File: config.mk
export PLATFORM = sky130hd
export DESIGN_NAME = movegen_piece_iterator
export DESIGN_NICKNAME = d
export VERILOG_FILES = /design/src/rtl/movegen_piece_iterator.sv
export SDC_FILE = /design/constraint.sdc
export NUM_CORES = 1
export LEC_CHECK = 0
export ABC_AREA = 0
export CORE_ASPECT_RATIO = 0.75
export CORE_MARGIN = 4
export CORE_UTILIZATION = 30
export DETAILED_ROUTE_END_ITERATION = 10
export SLEW_MARGIN = 20
export SYNTH_ARGS = -nofsm -noshare
export SYNTH_HDL_FRONTEND = slang
export SYNTH_SLANG_ARGS = --single-unit
export TNS_END_PERCENT = 50
File: constraint.sdc
create_clock -name clk -period 2.4 [get_ports clk]
set_clock_uncertainty 0.2 [all_clocks]
set_input_delay 0.36 -clock clk [delete_from_list [all_inputs] [get_ports clk]]
set_output_delay 0.36 -clock clk [all_outputs]
set_load 0.01 [all_outputs]
File: src/rtl/movegen_piece_iterator.sv
// Colour piece stacks loaded from the serial board bus, plus an iterator that streams the side-to-play list.
// Optional MOVEGEN_ITER_COUNT_EN adds a piece_count output for the selected side.
module movegen_piece_iterator #(
  parameter int unsigned DEPTH   = 16,
  parameter int unsigned SQUARES = 64
) (
  input  logic       clk,
  input  logic       rst_n,
  input  logic       in_pos_valid,
  input  logic [3:0] in_pos_data,
  input  logic       in_pos_sop,
  input  logic       in_pos_eop,
  input  logic       in_wtp,
  input  logic       start,
  output logic       busy,
  output logic       out_valid,
  input  logic       out_ready,
  output logic [8:0] out_data,
  output logic       out_sop,
  output logic       out_eop,
  output logic       done,
`ifdef MOVEGEN_ITER_COUNT_EN
  output logic [$clog2(DEPTH+1)-1:0] piece_count,
`endif
  output logic       overflow
);

  localparam int unsigned IW = $clog2(SQUARES);

  typedef enum logic {IDLE, ITER} state_t;

  state_t                 state_q, state_d;
  logic [IW-1:0]          sq_q, sq_d;
  logic                   loaded_q, loaded_d;
  logic                   ovf_q, ovf_d;
  logic                   sop_q, sop_d;
  logic                   done_q, done_d;
  logic [DEPTH-1:0][8:0]  w_slot_q, w_slot_d, b_slot_q, b_slot_d, it_slot_q, it_slot_d;
  logic [DEPTH-1:0]       w_occ_q, w_occ_d, b_occ_q, b_occ_d, it_occ_q, it_occ_d;
  logic [IW-1:0]          idx;
  logic [5:0]             idx6;
  logic [8:0]             rec;
  logic                   hs;

`ifdef MOVEGEN_ITER_COUNT_EN
  localparam int unsigned CW = $clog2(DEPTH+1);
  logic [CW-1:0] cnt_q, cnt_d;

  function automatic logic [CW-1:0] popcnt(input logic [DEPTH-1:0] v);
    logic [CW-1:0] c;
    c = '0;
    for (int i = 0; i < int'(DEPTH); i++) c = c + CW'(v[i]);
    return c;
  endfunction
`endif

  // Next-state for loader, colour stacks, iterator and FSM
  always_comb begin
    state_d   = state_q;
    sq_d      = sq_q;
    loaded_d  = loaded_q;
    ovf_d     = ovf_q;
    sop_d     = sop_q;
    done_d    = 1'b0;
    w_slot_d  = w_slot_q;
    w_occ_d   = w_occ_q;
    b_slot_d  = b_slot_q;
    b_occ_d   = b_occ_q;
    it_slot_d = it_slot_q;
    it_occ_d  = it_occ_q;
`ifdef MOVEGEN_ITER_COUNT_EN
    cnt_d     = cnt_q;
`endif
    idx  = in_pos_sop ? '0 : sq_q;
    idx6 = 6'(idx);
    rec  = {in_pos_data[2:0], idx6[5:3], idx6[2:0]};
    hs   = it_occ_q[0] && out_ready;

    if (in_pos_valid) begin
      if (in_pos_sop) begin
        sq_d     = IW'(1);
        w_slot_d = '0;
        w_occ_d  = '0;
        b_slot_d = '0;
        b_occ_d  = '0;
        loaded_d = 1'b0;
        ovf_d    = 1'b0;
      end else begin
        sq_d = (sq_q == IW'(SQUARES - 1)) ? '0 : sq_q + IW'(1);
      end
      if (in_pos_data[2:0] != 3'd0) begin
        if (in_pos_data[3]) begin
          if (w_occ_d[DEPTH-1]) ovf_d = 1'b1;
          else begin
            w_slot_d = {w_slot_d[DEPTH-2:0], rec};
            w_occ_d  = {w_occ_d[DEPTH-2:0], 1'b1};
          end
        end else begin
          if (b_occ_d[DEPTH-1]) ovf_d = 1'b1;
          else begin
            b_slot_d = {b_slot_d[DEPTH-2:0], rec};
            b_occ_d  = {b_occ_d[DEPTH-2:0], 1'b1};
          end
        end
      end
      if (in_pos_eop) loaded_d = 1'b1;
    end

    case (state_q)
      IDLE: begin
        if (start && loaded_q && !in_pos_valid) begin
          // stacks are contiguous from slot 0, so slot 0 alone says empty/non-empty
          if (in_wtp ? w_occ_q[0] : b_occ_q[0]) begin
            state_d   = ITER;
            it_slot_d = in_wtp ? w_slot_q : b_slot_q;
            it_occ_d  = in_wtp ? w_occ_q : b_occ_q;
            sop_d     = 1'b1;
          end else begin
            done_d = 1'b1;
          end
`ifdef MOVEGEN_ITER_COUNT_EN
          cnt_d = popcnt(in_wtp ? w_occ_q : b_occ_q);
`endif
        end
      end
      ITER: begin
        if (in_pos_valid && in_pos_sop) begin
          state_d   = IDLE;
          it_slot_d = '0;
          it_occ_d  = '0;
          sop_d     = 1'b0;
        end else if (hs) begin
          it_slot_d = {9'd0, it_slot_q[DEPTH-1:1]};
          it_occ_d  = {1'b0, it_occ_q[DEPTH-1:1]};
          sop_d     = 1'b0;
          if (!it_occ_q[1]) begin
            state_d = IDLE;
            done_d  = 1'b1;
          end
        end
      end
      default: state_d = IDLE;
    endcase
  end

  always_ff @(posedge clk or negedge rst_n) begin
    if (!rst_n) begin
      state_q   <= IDLE;
      sq_q      <= '0;
      loaded_q  <= 1'b0;
      ovf_q     <= 1'b0;
      sop_q     <= 1'b0;
      done_q    <= 1'b0;
      w_slot_q  <= '0;
      w_occ_q   <= '0;
      b_slot_q  <= '0;
      b_occ_q   <= '0;
      it_slot_q <= '0;
      it_occ_q  <= '0;
`ifdef MOVEGEN_ITER_COUNT_EN
      cnt_q     <= '0;
`endif
    end else begin
      state_q   <= state_d;
      sq_q      <= sq_d;
      loaded_q  <= loaded_d;
      ovf_q     <= ovf_d;
      sop_q     <= sop_d;
      done_q    <= done_d;
      w_slot_q  <= w_slot_d;
      w_occ_q   <= w_occ_d;
      b_slot_q  <= b_slot_d;
      b_occ_q   <= b_occ_d;
      it_slot_q <= it_slot_d;
      it_occ_q  <= it_occ_d;
`ifdef MOVEGEN_ITER_COUNT_EN
      cnt_q     <= cnt_d;
`endif
    end
  end

  assign busy      = (state_q == ITER);
  assign out_valid = it_occ_q[0];
  assign out_data  = it_slot_q[0];
  assign out_sop   = sop_q;
  assign out_eop   = it_occ_q[0] & ~it_occ_q[1];
  assign done      = done_q;
  assign overflow  = ovf_q;
`ifdef MOVEGEN_ITER_COUNT_EN
  assign piece_count = cnt_q;
`endif

endmodule

==> results of run 1 <==
## worst paths after layout
path	end	slack [ns]	cells after the start
min reg2reg	it_slot_q[79]$_DFFE_PN0P_	0.29	1
min in group asynchronous	w_occ_q[8]$_DFFE_PN0P_	0.18	2
max in group asynchronous	w_slot_q[83]$_DFFE_PN0P_	1.03	3
max reg2reg	out_data[6]$_DFFE_PN0P_	0.21	6
max	out_eop	0.12	2
min	it_slot_q[10]$_DFFE_PN0P_	0.13	4
## cell usage after synthesis (all sizes together) (3+ instances only)
| master | number | area (µm²) |
|---|---|---|
| dfrtp | 491 | 12290 |
| a22o | 301 | 2636 |
| mux2i | 160 | 1602 |
| o2bb2ai | 160 | 1401 |
| mux2 | 151 | 1704 |
| buf | 100 | 533.0 |
| clkbuf | 50 | 187.7 |
| o221a | 18 | 202.7 |
| nand2 | 11 | 41.29 |
| a21oi | 5 | 32.53 |
| nor2 | 5 | 18.77 |
| nor2b | 5 | 31.28 |
| nor3 | 5 | 35.03 |
| a31oi | 4 | 25.02 |
| inv | 4 | 15.01 |
| nand2b | 3 | 18.77 |
| nor4 | 3 | 18.77 |
| o21ai | 3 | 15.01 |
## layout make-up
type                       instances  area [µm²]
clock buffer                      74        1503
inverter                           4       15.01
sequential                       491       12290
multi-input combinational        853        7988
timing repair buffer             130        1642
fill                            6496       44050
clock inverter                    14       198.9
tap                              935        1170
## cells by family after synthesis
kind of cell               after synthesis
and+or+nand+nor                         39
AOI/OAI and AO/OA                      502
muxes                                  311
buffers and inverters                  154
DFF                                    491
adders and majority gates                1
## critical path: stages (launching register included)
cell,delay [ns]
sky130_fd_sc_hd__dfrtp_1,0.43
sky130_fd_sc_hd__nor2b_1,0.18
sky130_fd_sc_hd__clkdlybuf4s50_1,0.56
## per-layer routing
layer	global-route usage [%]	part of all wire (%)	vias to the layer above
met5	0	0	-
met4	2.661	1.5	0
met3	2.144	3.4	59
met2	19.42	43	199
met1	20.15	52	6914
li1	-	-	5908
## power by group
group | switching, mW | total (mW) | internal (mW)
Clock | 3.19 | 8.04 | 4.84
Sequential | 0.203 | 8.74 | 8.53
Combinational | 1.35 | 2.32 | 0.964
## through the flow
stage	instance area, µm²	hold slack, ns	cells
detailed placement	23030	0.1594	2409
CTS	24790	0.1025	2499
global placement	23030	0.1567	2409
global route	24810	0.1218	2501
floorplan	20980	-0.1356	1498
finish	24810	0.1297	2501
## timing repair
item                                    in CTS  in global routing
resized for setup                            3                  0
gates cloned                                 1                  0
setup buffers                                0                  2
endpoints found under the setup margin       1                  1
endpoints found under the hold margin      100                  0
hold buffers                                 1                  0
## state kept, by name, summed over array words and instances, names as in the netlist, 6 cells and up
signal     cells
b_occ_q       16
b_slot_q     144
it_occ_q      16
it_slot_q    135
out_data       9
sq_q           6
w_occ_q       16
w_slot_q     144
==> run summary, run 1 <==
The run finished with clean final reports. The launch instance of the worst register-to-register path is busy$_DFF_PN0_. Across the VDD grid, the largest voltage drop is 0.5341 mV. The async set or reset register ratio after synthesis is 100.0%. The top fanout value on the critical path is 5. Summed over all failing endpoints, the final setup total negative slack is 0 ns.

The die covers 74250 µm². The number of clock buffers inserted by TritonCTS came out at 49. The die span in x is 313.3 µm.

The synthesized-area fraction occupied by ao, oa, aoi and oai cells came out at 21.07%. Data on the critical path arrives at its endpoint at 1.72 ns. The worst path in the final design needs a cycle of 2.280 ns, including I/O delays and setup.

For this run, the register share of the synthesized area comes to 58.58%. When the netlist entered floorplanning its net count stood at 1511. The share of the cycle needed by the critical path after routing is 95.00%. The area fraction in and, or, nand and nor cells after synthesis came out at 1.026%.

The global-route wire length before repair is 80940 µm. The port buffer count came out at 26. The max-cap check violation count is 0. Measured against the total synthesized area, the mux share comes to 15.76%. The final net count is 1542.

The worst slack at placement is -0.1416 ns. Wires add up to 48790 µm. The count of boundary I/O pins came out at 27. The number of endpoints failing setup at the final stage is 0.

The cell at the root of the clock tree is sky130_fd_sc_hd__clkbuf_16. The final count of pins violating max slew is 0. The synthesized area per cell came out at 14.00 µm². Routability-driven placement finished with a final weighted congestion of 0.7460.

Setup repair after global routing left no endpoint under its margin. The mapped netlist covers 20980 µm². The library cell used most frequently in the layout, excluding fill and tap cells, is sky130_fd_sc_hd__dfrtp_1.

The area share of fa/ha/maj cells after synthesis is 0.05965%. The die outline height came out at 237.0 µm. For this run, design rule violations remaining after detail routing come to 0.

The HPWL reported at the end of detailed placement came out at 29020 µm. The number of core rows came out at 83. For this design the ratio of total power to cell area is 769.6 nW/µm². The critical path launch point type is a register. TritonCTS built the clock tree. The floorplan core area is 68850 µm².

The slew at the pin closest to its max-slew limit is 0.8996 ns. The number of vias after detailed routing is 13080. The least setup slack across all paths after layout is 0.1201 ns. The vias per cell came out at 5.230. Summed over all cells, the static leakage comes to 11.73 nW. The clock reaches the later pin of the worst-skew pair after 0.57 ns.

The number of global-route vias before repair is 13910. Entering global routing, the biggest net connects 104 pins. The number of instances in the synthesized netlist came out at 1498. The number of antenna violations at the first check in global routing came out at 0. The all-layer global routing usage came out at 13.11%. The number of clock sinks is 491. The H-tree depth reported by CTS is 2. The count of distinct cell types in the synthesized netlist came out at 39. The critical path starts at it_occ_q[0]$_DFFE_PN0P_. 0 antenna diodes ended up in the layout.

The post-route total power is 19.09 mW. Once the floorplan was initialized, standard cells occupied 30.46% of the core. The flip-flop and latch count after synthesis came out at 491. The headroom to the max-slew limit is 39.70%.

In this run the most critical hold path is launched from in_wtp. The count of routing violations after the opening detailed-route iteration came out at 971. The xor/xnor cell area share of the yosys netlist came out at 0%. The number of failing hold endpoints at the final stage came out at 0. Counting flops with a built-in enable in the synthesized netlist gives 0. The Yosys step of the flow raised 0 warnings. In the final routed layout, each cell accounts on average for 19.51 µm. The clock transition at the registers of the reported paths is 0.06 ns. After synthesis, the largest family of logic cells by area is compound AO/OA/AOI/OAI gates.

The peak clock frequency supported by timing is 438.6 MHz. The area added between synthesis and finish is 18.27%. The critical path in this run is classified as register to primary output. The required time reported for the critical path endpoint came out at 1.84 ns. Leaving out fill and tap cells, the most frequent cells in the layout are 490 x sky130_fd_sc_hd__dfrtp_1, 301 x sky130_fd_sc_hd__a22o_1, 160 x sky130_fd_sc_hd__mux2i_1, 160 x sky130_fd_sc_hd__o2bb2ai_1, 100 x sky130_fd_sc_hd__mux2_1. The total overflow reported by the global router came out at 0. The flip-flop cell with the highest count after synthesis is sky130_fd_sc_hd__dfrtp_1.

The share of layout cells above drive strength 1 is 16.79%. The first-pass detailed-route iteration total came out at 5. STA classifies the critical path endpoint as a primary output. In this run the deepest clock path goes through 3 buffers. The min-delay analysis places its worst path in the category input pin to register.

The utilization of the core after routing came out at 36.03%. The detail route stage leaves a number of antenna-violating nets equal to 0.
Power figures use the tool's default switching activity.
==> run 2, diff against run 1 <==
--- a/config.mk
+++ b/config.mk
@@ -5,7 +5,7 @@
 export SDC_FILE = /design/constraint.sdc
 export NUM_CORES = 1
 export LEC_CHECK = 0
-export ABC_AREA = 0
+export ABC_AREA = 1
 export CORE_ASPECT_RATIO = 0.75
 export CORE_MARGIN = 4
 export CORE_UTILIZATION = 30
==> run 2 against run 1 <==
- combinational power grew to 3.1 times the previous value
- non-clock buffer count up 30
- final cell count is 97% higher
- routed wire length up 65%
- first-iteration DRC count grew 140%
- final area up 23%
- critical path type unchanged
==> run summary, run 2 <==
The final net count is 3759 (+140%). The synthesized area per cell was 6.914 µm² (-51%). The sequential group share of total power is 41.8% (-4.0 points).

The die outline height is 265.7 µm (+12%). Setup repair after global routing left no endpoint under its margin. The count of routing violations after the opening detailed-route iteration came out at 2340 (+140%). The number of clock sinks came out at 491 (unchanged).

The share of the cycle needed by the critical path after routing is 96.74% (+1.7 points). The sum of negative setup slack came out at 0 ns (unchanged). The required time reported for the critical path endpoint was 1.84 ns (about the same). The area added between synthesis and finish came out at 15.24%. The most used standard cell by instance count after synthesis is sky130_fd_sc_hd__nand2_1. TritonCTS built the clock tree. The number of endpoints failing setup at the final stage was 0 (unchanged). The initial cell density of the core is 30.28% (-0.18 points).

The vias per cell came out at 5.061 (-3.2%). The run finished with clean final reports. The slew at the pin closest to its max-slew limit is 1.134 ns (+0.2343 ns). The overall die area is 93450 µm² (+26%). The diode insertion count for antenna repair came out at 0 (unchanged). The critical path arrival is 1.76 ns (+0.04 ns). The flip-flop and latch count after synthesis was 491 (unchanged). The design internal power was 17.49 mW (+22%). The count of antenna-violating nets left after detailed routing is 0 (unchanged). The warning count from the yosys run was 0 (unchanged).

The number of instances in the synthesized netlist was 3843 (+160%). The layout filler cell count is 9260 (+43%). The largest voltage drop on the vdd net is 0.8431 mV (+58%).

The all-layer global routing usage came to 17.29% (+4.2 points). The max-cap check violation count was 0 (unchanged). The clock transition at the registers of the reported paths came out at 0.06 ns (about the same).

By area the synthesized netlist is led by sky130_fd_sc_hd__dfrtp_1 46%, sky130_fd_sc_hd__nand2_1 21%, sky130_fd_sc_hd__nand3_1 12%, sky130_fd_sc_hd__o21ai_0 6.4%, sky130_fd_sc_hd__inv_1 3.6%. The critical path is of the register to primary output type. The number of core rows came out at 94 (+13%). The total routed wirelength is 80680 µm (+65%). The final count of pins violating max slew came out at 0 (unchanged). The number of global-route vias before repair came to 24130 (+73%).

The worst setup path is launched from a register. The least setup slack across all paths after layout came out at 0.07835 ns (-0.04176 ns). The HPWL reported at the end of detailed placement is 46520 µm (+60%). The count of instances resized after the clock tree is built is 0 (-3). The number of vias after detailed routing is 24980 (+91%).

The die span in x was 351.7 µm (+12%). The port buffer count is 26 (unchanged). The count of distinct cell types in the synthesized netlist came out at 26 (-33%). The headroom to the max-slew limit is 24.41% (-15 points). The number of antenna violations at the first check in global routing came out at 0 (unchanged). The deepest clock path buffer count is 3 (unchanged). The worst slack at placement is -0.05268 ns (+0.08896 ns).

The first-pass detailed-route iteration total came out at 6 (+1). The total overflow reported by the global router came out at 0 (unchanged). The cell area after synthesis is 26570 µm² (+27%). The share of the synthesized area in the top cell type came out at 46.24% (-12 points).

The relative contribution of combinational cells to total power came out at 26.6% (+15 points). The async set or reset register ratio after synthesis is 100.0% (unchanged). The time the worst path needs with I/O delays and setup is 2.322 ns (+0.04176 ns). The H-tree depth reported by CTS is 2 (unchanged). The total nets after synthesis is 3856 (+160%). The number of clock buffers inserted by TritonCTS came out at 52 (+6.1%). The part of the power in the clock network came to 31.6% (-11 points). The top fanout value on the critical path came out at 4 (-1). The quantity of hold-fixing buffers added after cts is 2 (+1). The remaining routing DRC violations was 0 (unchanged). The clock insertion delay at the later pin of the skew report is 0.62 ns (+0.05 ns). The peak clock frequency supported by timing is 430.7 MHz (-1.8%). In the synthesized netlist, the cells that appear most often are 1468 x sky130_fd_sc_hd__nand2_1, 627 x sky130_fd_sc_hd__nand3_1, 491 x sky130_fd_sc_hd__dfrtp_1, 340 x sky130_fd_sc_hd__o21ai_0, 255 x sky130_fd_sc_hd__inv_1.

The type of the most critical hold path is input pin to async pin. The number of enable-type register cells in the synthesized netlist came to 0 (unchanged). The worst hold-check slack is 0.02241 ns (-0.1073 ns).

The share of layout cells above drive strength 1 came out at 6.265% (-11 points). The number of failing hold endpoints at the final stage was 0 (unchanged). The routability congestion estimate from global placement came out at 0.7928 (+6.3%). Leaving out fill and tap cells, the most frequent cell in the layout is sky130_fd_sc_hd__nand2_1. The average wire length per cell after detail routing came out at 16.35 µm (-16%). Among all flip-flop cells after synthesis, the most frequent one is sky130_fd_sc_hd__dfrtp_1. STA classifies the critical path endpoint as a primary output.

The minimum setup slack among reg-to-reg paths is 0.43 ns (+0.22 ns). The post-synthesis sequential area ratio was 46.24% (-12 points). The pin count of the biggest net entering global routing is 213 (+100%). The count of boundary I/O pins is 27 (unchanged). In the layout the commonest cells are 1465 x sky130_fd_sc_hd__nand2_1, 626 x sky130_fd_sc_hd__nand3_1, 490 x sky130_fd_sc_hd__dfrtp_1.

In the final layout, the registers with the most flip-flops are b_slot_q x144, w_slot_q x144, it_slot_q x135. The number of buffers inserted by post-CTS setup repair came out at 0 (unchanged). The net switching share of the total power was 34.63% (+9.7 points). The cell at the root of the clock tree is sky130_fd_sc_hd__clkbuf_16. The largest area contributor in the netlist is sky130_fd_sc_hd__dfrtp_1. The static leakage power came to 15.31 nW (+30%). The power per cell area is 873.4 nW/µm² (+13%).

The net switching power of the design is 9.261 mW (+95%). The floorplan core area came out at 87740 µm² (+27%). The global-route wire length before repair is 133000 µm (+64%).
run 2: changes by cell type in the layout (fill, tap and decap cells not counted), moves of 153 or more:
| cell | delta |
|---|---|
| sky130_fd_sc_hd__o21ai_0 | +337 |
| sky130_fd_sc_hd__nand2_1 | +1454 |
| sky130_fd_sc_hd__nand3_1 | +625 |
| sky130_fd_sc_hd__o2bb2ai_1 | -160 |
| sky130_fd_sc_hd__nor2_1 | +153 |
| sky130_fd_sc_hd__a22o_1 | -299 |
| sky130_fd_sc_hd__mux2i_1 | -160 |
| sky130_fd_sc_hd__inv_1 | +250 |
run 2: routing by layer:
layer  global-route usage (%)  vias up  wire length (µm)
met5                        0        -                 0
met3                    2.183       85              4957
met2                    26.42      704             34860
li1                         -    12140                 -
met1                    26.27    12050             39620
met4                    3.377        0              1236
run 2: cell families after synthesis:
group	Yosys count	synth area share, %
buffers and inverters	570	8.683
AND/OR/NAND/NOR	2291	35.67
adder cells (fa/ha/maj)	1	0.04708
XOR/XNOR	1	0.03297
AO/OA/AOI/OAI	489	9.323
flip-flops	491	46.24
run 2: worst max-delay path: stages (launching register included):
cell	delay (ns)
sky130_fd_sc_hd__dfrtp_4	0.51
sky130_fd_sc_hd__buf_4	0.16
sky130_fd_sc_hd__clkdlybuf4s50_1	0.48
run 2: final cells by class:
cell class	instances	area, µm²	area share, %
Clock inverter	14	156.4	0.5107
Sequential cell	491	12290	40.14
Tap cell	1152	1441	4.707
Multi-Input combinational cell	2782	12040	39.32
Clock buffer	77	1597	5.214
Inverter	259	994.7	3.248
Timing Repair Buffer	160	2102	6.864
run 2: path summary, 6_finish.rpt:
check                                           start                          to  cells past startpoint
hold reg to reg            it_slot_q[120]$_DFFE_PN0P_  it_slot_q[120]$_DFFE_PN0P_                      2
max in group asynchronous                       rst_n    w_slot_q[50]$_DFFE_PN0P_                      4
hold / removal                                  rst_n     it_occ_q[5]$_DFFE_PN0P_                      2
min in group clk                           in_pos_sop    w_slot_q[85]$_DFFE_PN0P_                      6
setup reg to reg                       busy$_DFF_PN0_   it_slot_q[52]$_DFFE_PN0P_                      7
setup / recovery                       busy$_DFF_PN0_                        busy                      2
run 2: power groups by stage:
stage | Sequential (mW) | Combinational (mW) | Clock, mW
2_1_floorplan | 11.0 | 4.81 | 0
3_3_place_gp | 11.3 | 7.04 | 0
3_5_place_dp | 11.3 | 7.14 | 0
4_1_cts | 11.2 | 7.17 | 8.60
5_1_grt | 11.4 | 8.14 | 8.92
6_report | 11.2 | 7.13 | 8.44
run 2: stage by stage:
step / cell area [µm²] / utilization, % / power, mW / instances
4_1_cts: 30620 / 34.90 / 26.92 / 4935
3_5_place_dp: 28850 / 32.88 / 18.41 / 4842
6_report: 30620 / 34.90 / 26.75 / 4935
3_3_place_gp: 28850 / 32.88 / 18.31 / 4842
2_1_floorplan: 26570 / - / 15.79 / 3843
5_1_grt: 30620 / 34.90 / 28.45 / 4935
==> run 3, diff against run 2 <==
--- a/config.mk
+++ b/config.mk
@@ -9,6 +9,7 @@
 export CORE_ASPECT_RATIO = 0.75
 export CORE_MARGIN = 4
 export CORE_UTILIZATION = 30
+export CTS_CLUSTER_SIZE = 12
 export DETAILED_ROUTE_END_ITERATION = 10
 export SLEW_MARGIN = 20
 export SYNTH_ARGS = -nofsm -noshare
==> run 3 against run 2 <==
- critical path depth unchanged
- non-clock buffer count unchanged
- fmax about the same
- final cell count about the same
- sequential cell count unchanged
- total power decreased by 0.77%
- core utilization decreased by 0.057 points
- global-route usage about the same
- combinational power about the same
- via count increased by 0.24%
- final area decreased by 0.16%
- sequential power about the same
- largest cell class unchanged
- largest power group unchanged
- highest routed layer unchanged
==> run summary, run 3 (synthesis results as in run 2) <==
The run finished with clean final reports. The die span in x came out at 351.7 µm (unchanged). The floorplan core area was 87740 µm² (unchanged). From synthesis to final layout, the design area changed by 15.05%. The static leakage power came to 15.28 nW (-0.20%).

The number of core rows was 94 (unchanged). Leaving out fill and tap cells, the most frequent cells in the layout are 1465 x sky130_fd_sc_hd__nand2_1, 626 x sky130_fd_sc_hd__nand3_1, 490 x sky130_fd_sc_hd__dfrtp_1. The count of routing violations after the opening detailed-route iteration is 2244 (-4.1%). The critical path launch point type is a register. The clock insertion delay at the later pin of the skew report was 0.61 ns (about the same). The first-pass detailed-route iteration total came out at 5 (-1).

The number of global-route vias before repair is 24140 (+0.066%). The placed cell area came out at 28850 µm² (unchanged). The global-route track usage on met3 was 2.211% (+0.028 points).

The number of vias after detailed routing is 25040 (+0.24%). The worst setup path is captured at a primary output. The initial cell density of the core came to 30.28% (unchanged). The critical path arrival came out at 1.76 ns (about the same). The number of antenna violations at the first check in global routing came out at 0 (unchanged).

The area of the multi-input gates came out at 12040 µm² (unchanged). The final net count came out at 3759 (unchanged). The quantity of hold-fixing buffers added after cts is 2 (unchanged). The count of boundary I/O pins is 27 (unchanged). The net switching power of the design was 9.240 mW (-0.23%). The utilization of the core after routing is 34.84% (-0.057 points).

The headroom to the max-slew limit came out at 27.08% (+2.7 points). The layout filler cell count was 9264 (+0.043%). The highest cell delay on the worst timing path is 0.51 ns (about the same). The largest voltage drop on the vdd net came out at 0.8339 mV (-1.1%). The share of layout cells above drive strength 1 was 6.187% (-0.078 points). The sequential cell area is 12290 µm² (unchanged). The overall die area is 93450 µm² (unchanged). The slew at the pin closest to its max-slew limit was 1.094 ns (-0.04015 ns). The number of clock buffers inserted by TritonCTS is 52 (unchanged). The root buffer cell chosen for the clock tree is sky130_fd_sc_hd__clkbuf_16. The design area is 30570 µm² (-0.16%). The diode insertion count for antenna repair is 0 (unchanged). The HPWL reported at the end of detailed placement is 46520 µm (unchanged). The net switching share of the total power is 34.81% (+0.19 points). The vias per cell was 5.074 (+0.26%).

The largest registers in the layout are b_slot_q x144, w_slot_q x144, it_slot_q x135. The share of the cycle needed by the critical path after routing is 96.78% (about the same). The pin count of the biggest net entering global routing came to 213 (unchanged). The fraction of met1 tracks used by global routing came to 26.27% (unchanged). The die outline height came out at 265.7 µm (unchanged). The time the worst path needs with I/O delays and setup is 2.323 ns (+0.001009 ns). The sequential group share of total power came out at 42.1% (+0.3 points). The global-route wire length before repair came out at 133200 µm (about the same).

The library cell used most frequently in the layout, excluding fill and tap cells, is sky130_fd_sc_hd__nand2_1. The peak clock frequency supported by timing is 430.5 MHz (about the same). The number of clock sinks is 491 (unchanged). The average wire length per cell after detail routing came to 16.37 µm (+0.16%). The number of buffers inserted by post-CTS setup repair is 0 (unchanged). The H-tree depth reported by CTS came out at 2 (unchanged). The max-cap check violation count is 0 (unchanged). The part of the power in the clock network came out at 31.0% (-0.6 points). The final count of pins violating max slew was 0 (unchanged).

The required time reported for the critical path endpoint came out at 1.84 ns (about the same). The routability congestion estimate from global placement came out at 0.7928 (unchanged). The number of failing hold endpoints at the final stage came out at 0 (unchanged).

Setup repair after global routing left no endpoint under its margin. The deepest clock path buffer count is 3 (unchanged). The remaining routing DRC violations is 0 (unchanged). The type of the most critical hold path is input pin to async pin. The count of instances resized after the clock tree is built is 0 (unchanged).

The port buffer count is 26 (unchanged). The total overflow reported by the global router is 0 (unchanged). TritonCTS built the clock tree.

The count of antenna-violating nets left after detailed routing is 0 (unchanged). The total routed wirelength is 80790 µm (+0.14%). The top fanout value on the critical path is 4 (unchanged). The slowest stage of the critical path is the sky130_fd_sc_hd__dfrtp_4 cell. Walking the worst path, the cells encountered are buf_4 > clkdlybuf4s50_1.

met2 is the most crowded layer. The startpoint-to-endpoint class of the critical path is register to primary output. The relative contribution of combinational cells to total power came out at 26.8% (+0.2 points). The design internal power is 17.30 mW (-1.1%). The met2 routing resource usage after global routing came out at 26.45% (+0.032 points). The clock transition at the registers of the reported paths came out at 0.06 ns (about the same). The all-layer global routing usage came to 17.30% (about the same).

The number of endpoints failing setup at the final stage is 0 (unchanged). The power per cell area is 868.1 nW/µm² (-0.61%).
run 3: power groups by stage:
stage          Combinational, mW  Sequential, mW  Clock, mW
6_report                    7.12            11.2       8.24
5_1_grt                     8.14            11.4       8.71
4_1_cts                     7.17            11.2       8.40
3_5_place_dp                7.14            11.3          0
3_3_place_gp                7.04            11.3          0
2_1_floorplan               4.81            11.0          0
run 3: final timing paths:
| path | from | endpoint | slack, ns | cells after the start |
|---|---|---|---|---|
| min in group clk | in_pos_sop | w_slot_q[85]$_DFFE_PN0P_ | 0.05 | 6 |
| setup reg to reg | busy$_DFF_PN0_ | it_slot_q[52]$_DFFE_PN0P_ | 0.44 | 7 |
| setup / recovery | busy$_DFF_PN0_ | busy | 0.08 | 2 |
| hold reg to reg | it_slot_q[53]$_DFFE_PN0P_ | it_slot_q[53]$_DFFE_PN0P_ | 0.28 | 2 |
| max in group asynchronous | rst_n | w_slot_q[50]$_DFFE_PN0P_ | 1.14 | 4 |
| hold / removal | rst_n | it_occ_q[5]$_DFFE_PN0P_ | 0.02 | 2 |
run 3: metal layers:
layer | routed length [µm] | part of all wire [%]
met3 | 5261 | 6.5
met5 | 0 | 0
met2 | 35100 | 43
met4 | 1239 | 1.5
met1 | 39190 | 49
run 3: critical path, delay by kind of cell, from the launching register on:
family | cells | cell delay, ns
DFF | 1 | 0.51
buffers and inverters | 2 | 0.64
run 3: through the flow:
stage / hold WS, ns / cells / setup WS, ns / TNS [ns] / power, mW
global placement: 0.06861 / 4842 / -0.03517 / -0.5856 / 18.31
floorplan: -0.1356 / 3843 / 0.6578 / 0 / 15.79
detailed placement: 0.06757 / 4842 / -0.05268 / -1.275 / 18.41
global route: 0.05077 / 4934 / 0.04062 / 0 / 28.25
CTS: 0.01312 / 4934 / 0.04014 / 0 / 26.73
finish: 0.02272 / 4934 / 0.07734 / 0 / 26.54
run 3: area by class of cell:
| class | instances | area share (%) |
|---|---|---|
| multi-input cells | 2782 | 39.38 |
| flip-flops and latches | 491 | 40.20 |
| inverters | 259 | 3.254 |
| well taps | 1152 | 4.715 |
| clock buffers | 80 | 5.292 |
| repair buffers | 160 | 6.876 |
| clock inverters | 10 | 0.2783 |
